## config.mk

```make
export PLATFORM = sky130hd
export DESIGN_NAME = bitcell_wr_sched
export DESIGN_NICKNAME = d
export VERILOG_FILES = /design/src/rtl/bitcell_pkg.sv /design/src/rtl/bitcell_rr_arb2.sv /design/src/rtl/bitcell_wr_sched.sv
export SDC_FILE = /design/constraint.sdc
export NUM_CORES = 1
export LEC_CHECK = 0
export ABC_AREA = 1
export CAP_MARGIN = 20
export CORE_UTILIZATION = 43
export CTS_BUF_LIST = sky130_fd_sc_hd__clkbuf_4 sky130_fd_sc_hd__clkbuf_8 sky130_fd_sc_hd__clkbuf_16
export DETAILED_ROUTE_END_ITERATION = 10
export PLACE_DENSITY_LB_ADDON = 0.15
export SYNTH_ARGS = -nofsm -noshare
export SYNTH_HDL_FRONTEND = slang
export SYNTH_SLANG_ARGS = --single-unit
```

## constraint.sdc

```tcl
create_clock -name clk -period 1.2 [get_ports clk]
set_input_delay 0.18 -clock clk [delete_from_list [all_inputs] [get_ports clk]]
set_output_delay 0.18 -clock clk [all_outputs]
set_load 0.02 [all_outputs]
```

## src/rtl/bitcell_pkg.sv

```systemverilog
// Shared definitions for the bitcell latch-array write scheduler.
package bitcell_pkg;

  typedef enum logic [2:0] {
    IDLE   = 3'd0,
    SETUP  = 3'd1,
    PULSE  = 3'd2,
    HOLD   = 3'd3,
    CAPT   = 3'd4,
    VERIFY = 3'd5,
    DONE   = 3'd6
  } state_t;

  localparam logic OP_WR = 1'b1;
  localparam logic OP_RD = 1'b0;

  localparam int DEF_WORDS = 4;
  localparam int DEF_DW    = 4;

endpackage

```

## src/rtl/bitcell_rr_arb2.sv

```systemverilog
// Two-way round-robin arbiter: on contention the requester that was not served last wins.
module bitcell_rr_arb2 (
  input  logic [1:0] req,
  input  logic       rr_last,
  output logic [1:0] gnt
);

  always_comb begin
    gnt    = '0;
    gnt[0] = req[0] & (~req[1] | rr_last);
    gnt[1] = req[1] & (~req[0] | ~rr_last);
  end

endmodule

```

## src/rtl/bitcell_wr_sched.sv

```systemverilog
// Round-robin access scheduler for a shared DQ latch array: setup -> enable pulse -> hold.
// Optional write read-back check enabled by defining WR_VERIFY_EN.
module bitcell_wr_sched
  import bitcell_pkg::*;
#(
  parameter int WORDS     = DEF_WORDS,
  parameter int AW        = 2,
  parameter int DW        = DEF_DW,
  parameter int PULSE_CYC = 2
) (
  input  logic                clk,
  input  logic                rst,
  input  logic [1:0]          req,
  input  logic [1:0]          op,
  input  logic [2*AW-1:0]     addr,
  input  logic [2*DW-1:0]     wdata,
  output logic [1:0]          gnt,
  output logic [1:0]          done,
  output logic [DW-1:0]       rdata,
  output logic                err,
  output logic [DW-1:0]       arr_d,
  output logic [WORDS-1:0]    arr_en,
  input  logic [WORDS*DW-1:0] arr_q
);

  localparam logic [3:0] CNT_RELOAD = 4'(PULSE_CYC - 1);

  state_t           state_q, state_d;
  logic             rr_last_q, rr_last_d;
  logic             win_q, win_d;
  logic             op_q, op_d;
  logic [AW-1:0]    addr_q, addr_d;
  logic [DW-1:0]    wdata_q, wdata_d;
  logic [3:0]       cnt_q, cnt_d;
  logic [1:0]       gnt_d, done_d;
  logic [DW-1:0]    rdata_d, arr_d_d;
  logic [WORDS-1:0] arr_en_d;
  logic [1:0]       arb_gnt;
  logic [WORDS-1:0] word_hit;
  logic [DW-1:0]    word_q;
  logic             arb_win;
`ifdef WR_VERIFY_EN
  logic             err_q, err_d;
`endif

  bitcell_rr_arb2 u_arb (
    .req     (req),
    .rr_last (rr_last_q),
    .gnt     (arb_gnt)
  );

  // Out-of-range addresses match no word: no enable and a zero read-back.
  always_comb begin
    word_hit = '0;
    word_q   = '0;
    for (int unsigned i = 0; i < WORDS; i++) begin
      if (32'(addr_q) == i) begin
        word_hit[i] = 1'b1;
        word_q      = arr_q[i*DW +: DW];
      end
    end
  end

  assign arb_win = arb_gnt[1];

  // Outputs are computed one state ahead so the registered copies line up with the state.
  always_comb begin
    state_d   = state_q;
    rr_last_d = rr_last_q;
    win_d     = win_q;
    op_d      = op_q;
    addr_d    = addr_q;
    wdata_d   = wdata_q;
    cnt_d     = cnt_q;
    gnt_d     = gnt;
    done_d    = '0;
    rdata_d   = rdata;
    arr_d_d   = arr_d;
    arr_en_d  = '0;
`ifdef WR_VERIFY_EN
    err_d     = 1'b0;
`endif
    unique case (state_q)
      IDLE: begin
        if (|arb_gnt) begin
          win_d     = arb_win;
          rr_last_d = arb_win;
          op_d      = op[arb_win];
          addr_d    = arb_win ? addr[2*AW-1:AW] : addr[AW-1:0];
          wdata_d   = arb_win ? wdata[2*DW-1:DW] : wdata[DW-1:0];
          gnt_d     = arb_gnt;
          if (op[arb_win] == OP_WR) arr_d_d = wdata_d;
          state_d   = SETUP;
        end
      end
      SETUP: begin
        if (op_q == OP_WR) begin
          state_d  = PULSE;
          cnt_d    = CNT_RELOAD;
          arr_en_d = word_hit;
        end else begin
          state_d = CAPT;
        end
      end
      PULSE: begin
        if (cnt_q == '0) begin
          state_d = HOLD;
        end else begin
          cnt_d    = cnt_q - 4'd1;
          arr_en_d = word_hit;
        end
      end
      HOLD: begin
`ifdef WR_VERIFY_EN
        state_d = VERIFY;
`else
        state_d        = DONE;
        done_d[win_q]  = 1'b1;
`endif
      end
`ifdef WR_VERIFY_EN
      VERIFY: begin
        err_d         = (word_q != wdata_q);
        rdata_d       = word_q;
        state_d       = DONE;
        done_d[win_q] = 1'b1;
      end
`endif
      CAPT: begin
        rdata_d       = word_q;
        state_d       = DONE;
        done_d[win_q] = 1'b1;
      end
      DONE: begin
        gnt_d   = '0;
        state_d = IDLE;
      end
      default: begin
        gnt_d   = '0;
        state_d = IDLE;
      end
    endcase
  end

  always_ff @(posedge clk) begin
    if (rst) begin
      state_q   <= IDLE;
      rr_last_q <= 1'b1;
      win_q     <= 1'b0;
      op_q      <= OP_RD;
      addr_q    <= '0;
      wdata_q   <= '0;
      cnt_q     <= '0;
      gnt       <= '0;
      done      <= '0;
      rdata     <= '0;
      arr_d     <= '0;
      arr_en    <= '0;
    end else begin
      state_q   <= state_d;
      rr_last_q <= rr_last_d;
      win_q     <= win_d;
      op_q      <= op_d;
      addr_q    <= addr_d;
      wdata_q   <= wdata_d;
      cnt_q     <= cnt_d;
      gnt       <= gnt_d;
      done      <= done_d;
      rdata     <= rdata_d;
      arr_d     <= arr_d_d;
      arr_en    <= arr_en_d;
    end
  end

`ifdef WR_VERIFY_EN
  always_ff @(posedge clk) begin
    if (rst) err_q <= 1'b0;
    else     err_q <= err_d;
  end
  assign err = err_q;
`else
  assign err = 1'b0;
`endif

endmodule

```

==> Yosys cells after proc, flatten, opt, wreduce, memory -nomap -nowiden <==
Index checks and enable logic that the tools add are counted.
{ "totals": {"regBits": 28} }
{ "classes": {"n_addsub": 1, "n_lt_le_gt_ge": 3, "eq_ne": 11, "n_mux": 26, "bitwise": 9, "reduce_logical": 14} }
{ "ops": {"columns": ["cell", "n"], "rows": [
  ["4-bit 2-to-1 mux", 9],
  ["4-bit one-hot mux with 2 select lines", 2],
  ["3-bit one-hot mux with 4 select lines", 1],
  ["3-bit 2-to-1 mux", 3],
  ["2-bit != test, second input constant", 4],
  ["1-bit 2-to-1 mux", 7],
  ["3-bit by 2-bit == test with 1-bit output, second input constant", 2],
  ["2-bit AND reduction", 3],
  ["3-bit AND reduction", 2],
  ["2-bit OR reduction", 3],
  ["1-bit inverter", 5],
  ["2-bit == test, second input constant", 2],
  ["4-bit logical NOT", 1],
  ["1-bit by 2-bit less-than comparator with 1-bit output, second input constant", 2],
  ["2-bit 2-to-1 mux", 2],
  ["2-bit one-hot mux with 2 select lines", 1],
  ["4-bit OR reduction", 1],
  ["4-bit by 1-bit subtractor with 4-bit output, second input constant", 1],
  ["3-bit by 1-bit == test with 1-bit output, second input constant", 1],
  ["3-bit == test, second input constant", 1],
  ["3-bit logical NOT", 1],
  ["1-bit AND", 2],
  ["2-bit by 1-bit == test with 1-bit output, second input constant", 1],
  ["2-bit logical NOT", 1],
  ["other kinds (5)", 6]
]} }

==> Longest topological paths before layout <==
{ "depth": {"ltp_word": 6, "ltp_mapped": 8, "depth_no_buf": 8} }

==> Cells and area by module <==
A second synthesis with hierarchy kept.
{ "unflattened": {"hier_cells": 190, "area_unflattened_um2": 1343.8} }
{ "by_module_without_submodules": {"columns": ["module", "n_inst", "cells_each", "area_each_um2"], "rows": [
  ["bitcell_wr_sched", 1, 186, 1316.3],
  ["bitcell_rr_arb2", 1, 4, 27.5]
]} }

==> Least setup slack after synthesis <==
Ideal clock, no wire load.
{ "synth_timing": {"path_kind": "register -> register", "startpoint": "register cnt_q[0]", "endpoint": "register cnt_q[3]", "setup_ps": 115, "arrival_time_ps": 979, "setup_slack_ps": 106, "path_stages_with_launch": 9, "n_path_buf": 0, "cell_sequence": "dfxtp_1 > inv_1 > ha_1 > nand2_1 > nand2_2 > nand2_2 > nand3_1 > nand2_1 > nor2_1"} }
{ "synth_via": {"elab_chain_len": 3, "word_cells_on_any_way": 6, "classes_between": "1 x add/sub; 1 x eq/ne; 2 x mux; 2 x reduce/logical"} }
{ "synth_lines": {"columns": ["element", "line", "rtl"], "rows": [
  ["start: declaration", "bitcell_wr_sched.sv:34", "logic [3:0] cnt_q, cnt_d;"],
  ["start signal: assignment", "bitcell_wr_sched.sv:166", "cnt_q <= cnt_d;"],
  ["4-bit by 1-bit subtractor with 4-bit output or 4-bit logical NOT (tied branches)", "bitcell_wr_sched.sv:109, bitcell_wr_sched.sv:106", null],
  ["4-bit 2-to-1 mux or 2-bit != test (tied branches)", null, null],
  ["4-bit one-hot mux with 2 select lines or 3-bit AND reduction (tied branches)", null, null]
]} }
Several ways; a longest one is shown, not always the timed one. The select of a mux whose other input is x is not followed.
A chain may end at the register's enable or synchronous reset.

==> Final worst setup path <==
{ "layout_timing": {"startpoint": "register rdata[3]", "endpoint": "output port rdata[3]"} }
{ "layout_lines": {"columns": ["element", "line", "rtl"], "rows": [
  ["start: declaration", "bitcell_wr_sched.sv:19", "output logic [DW-1:0] rdata,"],
  ["start signal: assignment", "bitcell_wr_sched.sv:169", "rdata <= rdata_d;"]
]} }
No word-level cell between the ends.

==> results.json <==
{
  "clock_latency_ns": 0.32,
  "critical_path_class": "reg -> out",
  "dp_cells": 290,
  "hp-class": "reg -> reg",
  "gp_congestion": 0.780,
  "cap_violations": 0,
  "synth_edf_count": 0,
  "drc": 0,
  "nets": 289,
  "fmax_mhz": 874,
  "core_region_area_um2": 3030,
  "dp_hpwl_um": 2470,
  "wl_per_cell_um": 10.9,
  "path_cells": "clkdlybuf4s15_2",
  "dieHeight_um": 58.3,
  "initial_core_util_pct": 45.0,
  "drt-pass1-iter-count": 4,
  "leakagePower_nw": 0.911,
  "finClkSkew_ns": 0.00372,
  "setup.worst_path.end_class": "output pin",
  "synth_area_um2": 1360,
  "ys_ff_latch": 28,
  "critPathTopFamily": "flip-flops",
  "hold_viol_final": 0,
  "final.fill_count": 257,
  "synth_cells": 188,
  "fin_cells": 296,
  "synth_common_cells": "nand2_1, dfxtp_1, nand3_1",
  "syn_nets": 224,
  "cts_root_buffer": "clkbuf_4",
  "fin_crit_ns": 1.14,
  "clkSinkCount": 28,
  "cp.arrival_ns": 0.96,
  "cts.clk_slew.worst_paths_ns": 0.15,
  "yosys.area.top_type": "dfxtp_1",
  "power.density_nw_per_um2": 1850,
  "postRouteAntennaNets": 0,
  "drv_slew": 0,
  "syn_to_final_growth_pct": 52.2,
  "die_area_um2": 3400,
  "grt_pass1_vias": 1286,
  "rows": 20,
  "period_share_pct": 95.3,
  "drt_iter0_markers": 57,
  "synth_cell_types": 26,
  "yosysTopAreaCellShare_pct": 41.1,
  "totalWireLength_um": 3240,
  "yosys_warnings": 0,
  "rsz0062_at_grt": "true",
  "diodes": 0,
  "ys_seq_area_share_pct": 41.1,
  "cts.path.max_buffers": 2,
  "top_level_ports": 51,
  "grt_first_pass_wirelength_um": 5400,
  "avgViaCountPerCell": 4.81,
  "synth_most_common_cell": "nand2_1",
  "vias": 1423,
  "cts_buffers": 3,
  "grt.total_usage_pct": 20.5,
  "synthFlopType": "dfxtp_1",
  "required_ns": 1.02,
  "max_stage_delay_ns": 0.38,
  "total_power_w": 0.00383,
  "start_kind": "flip-flop",
  "utilization_pct": 68.6,
  "yosys-top-cells-area": "dfxtp_1, nand2_1, nand3_1, nor2_1, a21oi_1",
  "portBuffers": 49,
  "vdd_drop_max_mv": 1.05,
  "async_flop_share_pct": 0,
  "status": "finished clean",
  "grt_max_degree": 16,
  "fp.dieW_um": 58.3,
  "antenna_found_initial": 0,
  "crit_fanout": 2,
  "crit_buf_inv": 1,
  "h-tree-depth": 1,
  "drive_gt1_share_pct": 27.4,
  "grt-ovfl-total": 0,
  "setup_viol": 0,
  "hold_slack_ns": 0.458,
  "syn_avg_cell_area_um2": 7.25,
  "slowest_stage": "dfxtp_1",
  "cts_tree": "done"
}
==> final timing paths <==
kind / from / endpoint / slack (ns) / cells after the start
setup reg to reg: state_q[2]$_SDFFE_PP0P_ / cnt_q[3]$_SDFFE_PP0P_ / 0.08 / 8
setup / recovery: rdata[3]$_SDFFE_PP0N_ / rdata[3] / 0.06 / 1
hold / removal: win_q$_SDFFE_PP0P_ / done[0]$_SDFF_PP0_ / 0.46 / 1
hold reg to reg: win_q$_SDFFE_PP0P_ / done[0]$_SDFF_PP0_ / 0.46 / 1
==> through the flow <==
stage	setup slack, ns	cell area (um^2)	setup TNS [ns]
floorplan	0.106	1360	0
global placement	-0.224	2010	-2.26
detailed placement	-0.244	2010	-2.47
CTS	0.00254	2050	0
global route	-0.00857	2080	-0.00857
finish	0.0563	2080	0
==> layer usage <==
layer,global-route usage (%),wire length (um)
met1,26.7,1490
met2,32.3,1540
met3,5.49,163
met5,0,0
met4,8.50,47
==> kinds of logic after synthesis <==
logic type      Yosys count  share of synthesized area (%)
simple gates            104                           38.1
compound gates           32                           12.3
flops                    28                           41.1
buf+inv                  21                           6.42
fa+ha+maj                 2                           1.83
other cells               1                          0.275
==> final cells by class <==
cell class | instances | area (um^2) | share of cell area [%]
timing repair buffer | 64 | 584 | 28.1
inverter | 16 | 65.1 | 3.13
multi-input combinational | 140 | 762 | 36.7
sequential | 28 | 573 | 27.6
clock buffer | 4 | 36.3 | 1.75
tap | 44 | 55.1 | 2.65
==> registers in the layout, summed over array words and instances, names as in the netlist <==
register	cells
rr_last_q	1
cnt_q	4
done	2
win_q	1
arr_d	4
arr_en	4
gnt	2
rdata	4
addr_q	2
state_q	3
op_q	1
==> repair_timing <==
action | 4_1_cts | 5_1_grt
hold buffers | 0 | 0
resized for setup | 29 | 35
gates cloned | 0 | 1
pin swaps | 0 | 6
buffers inserted | 0 | 1
endpoints found under the setup margin | 19 | 33
==> report_power, final <==
part           switching [W]  internal [W]  total (W)  leakage (nW)
clock network       0.000271      0.000186   0.000457        0.0210
logic                0.00111      0.000814    0.00192         0.659
registers           0.000253       0.00120    0.00145         0.231
total                0.00164       0.00220    0.00383         0.911
==> cell usage in the layout, fill, tap and decap left out, types with 2 or more instances in the layout <==
cell type,instances
nand3_1,20
nor3_1,2
o21ai_1,7
a21oi_1,13
nand3_2,2
buf_12,2
nand2_4,5
clkbuf_4,3
clkbuf_2,9
nor2_2,4
inv_1,10
nand2_1,40
buf_4,13
nor2_1,20
clkdlybuf4s15_1,6
a21oi_2,3
clkdlybuf4s50_1,33
o21ai_0,7
dfxtp_2,7
nand2_2,4
dfxtp_1,20
inv_2,5
nor2_4,4
(Power assumes the default switching activity.)
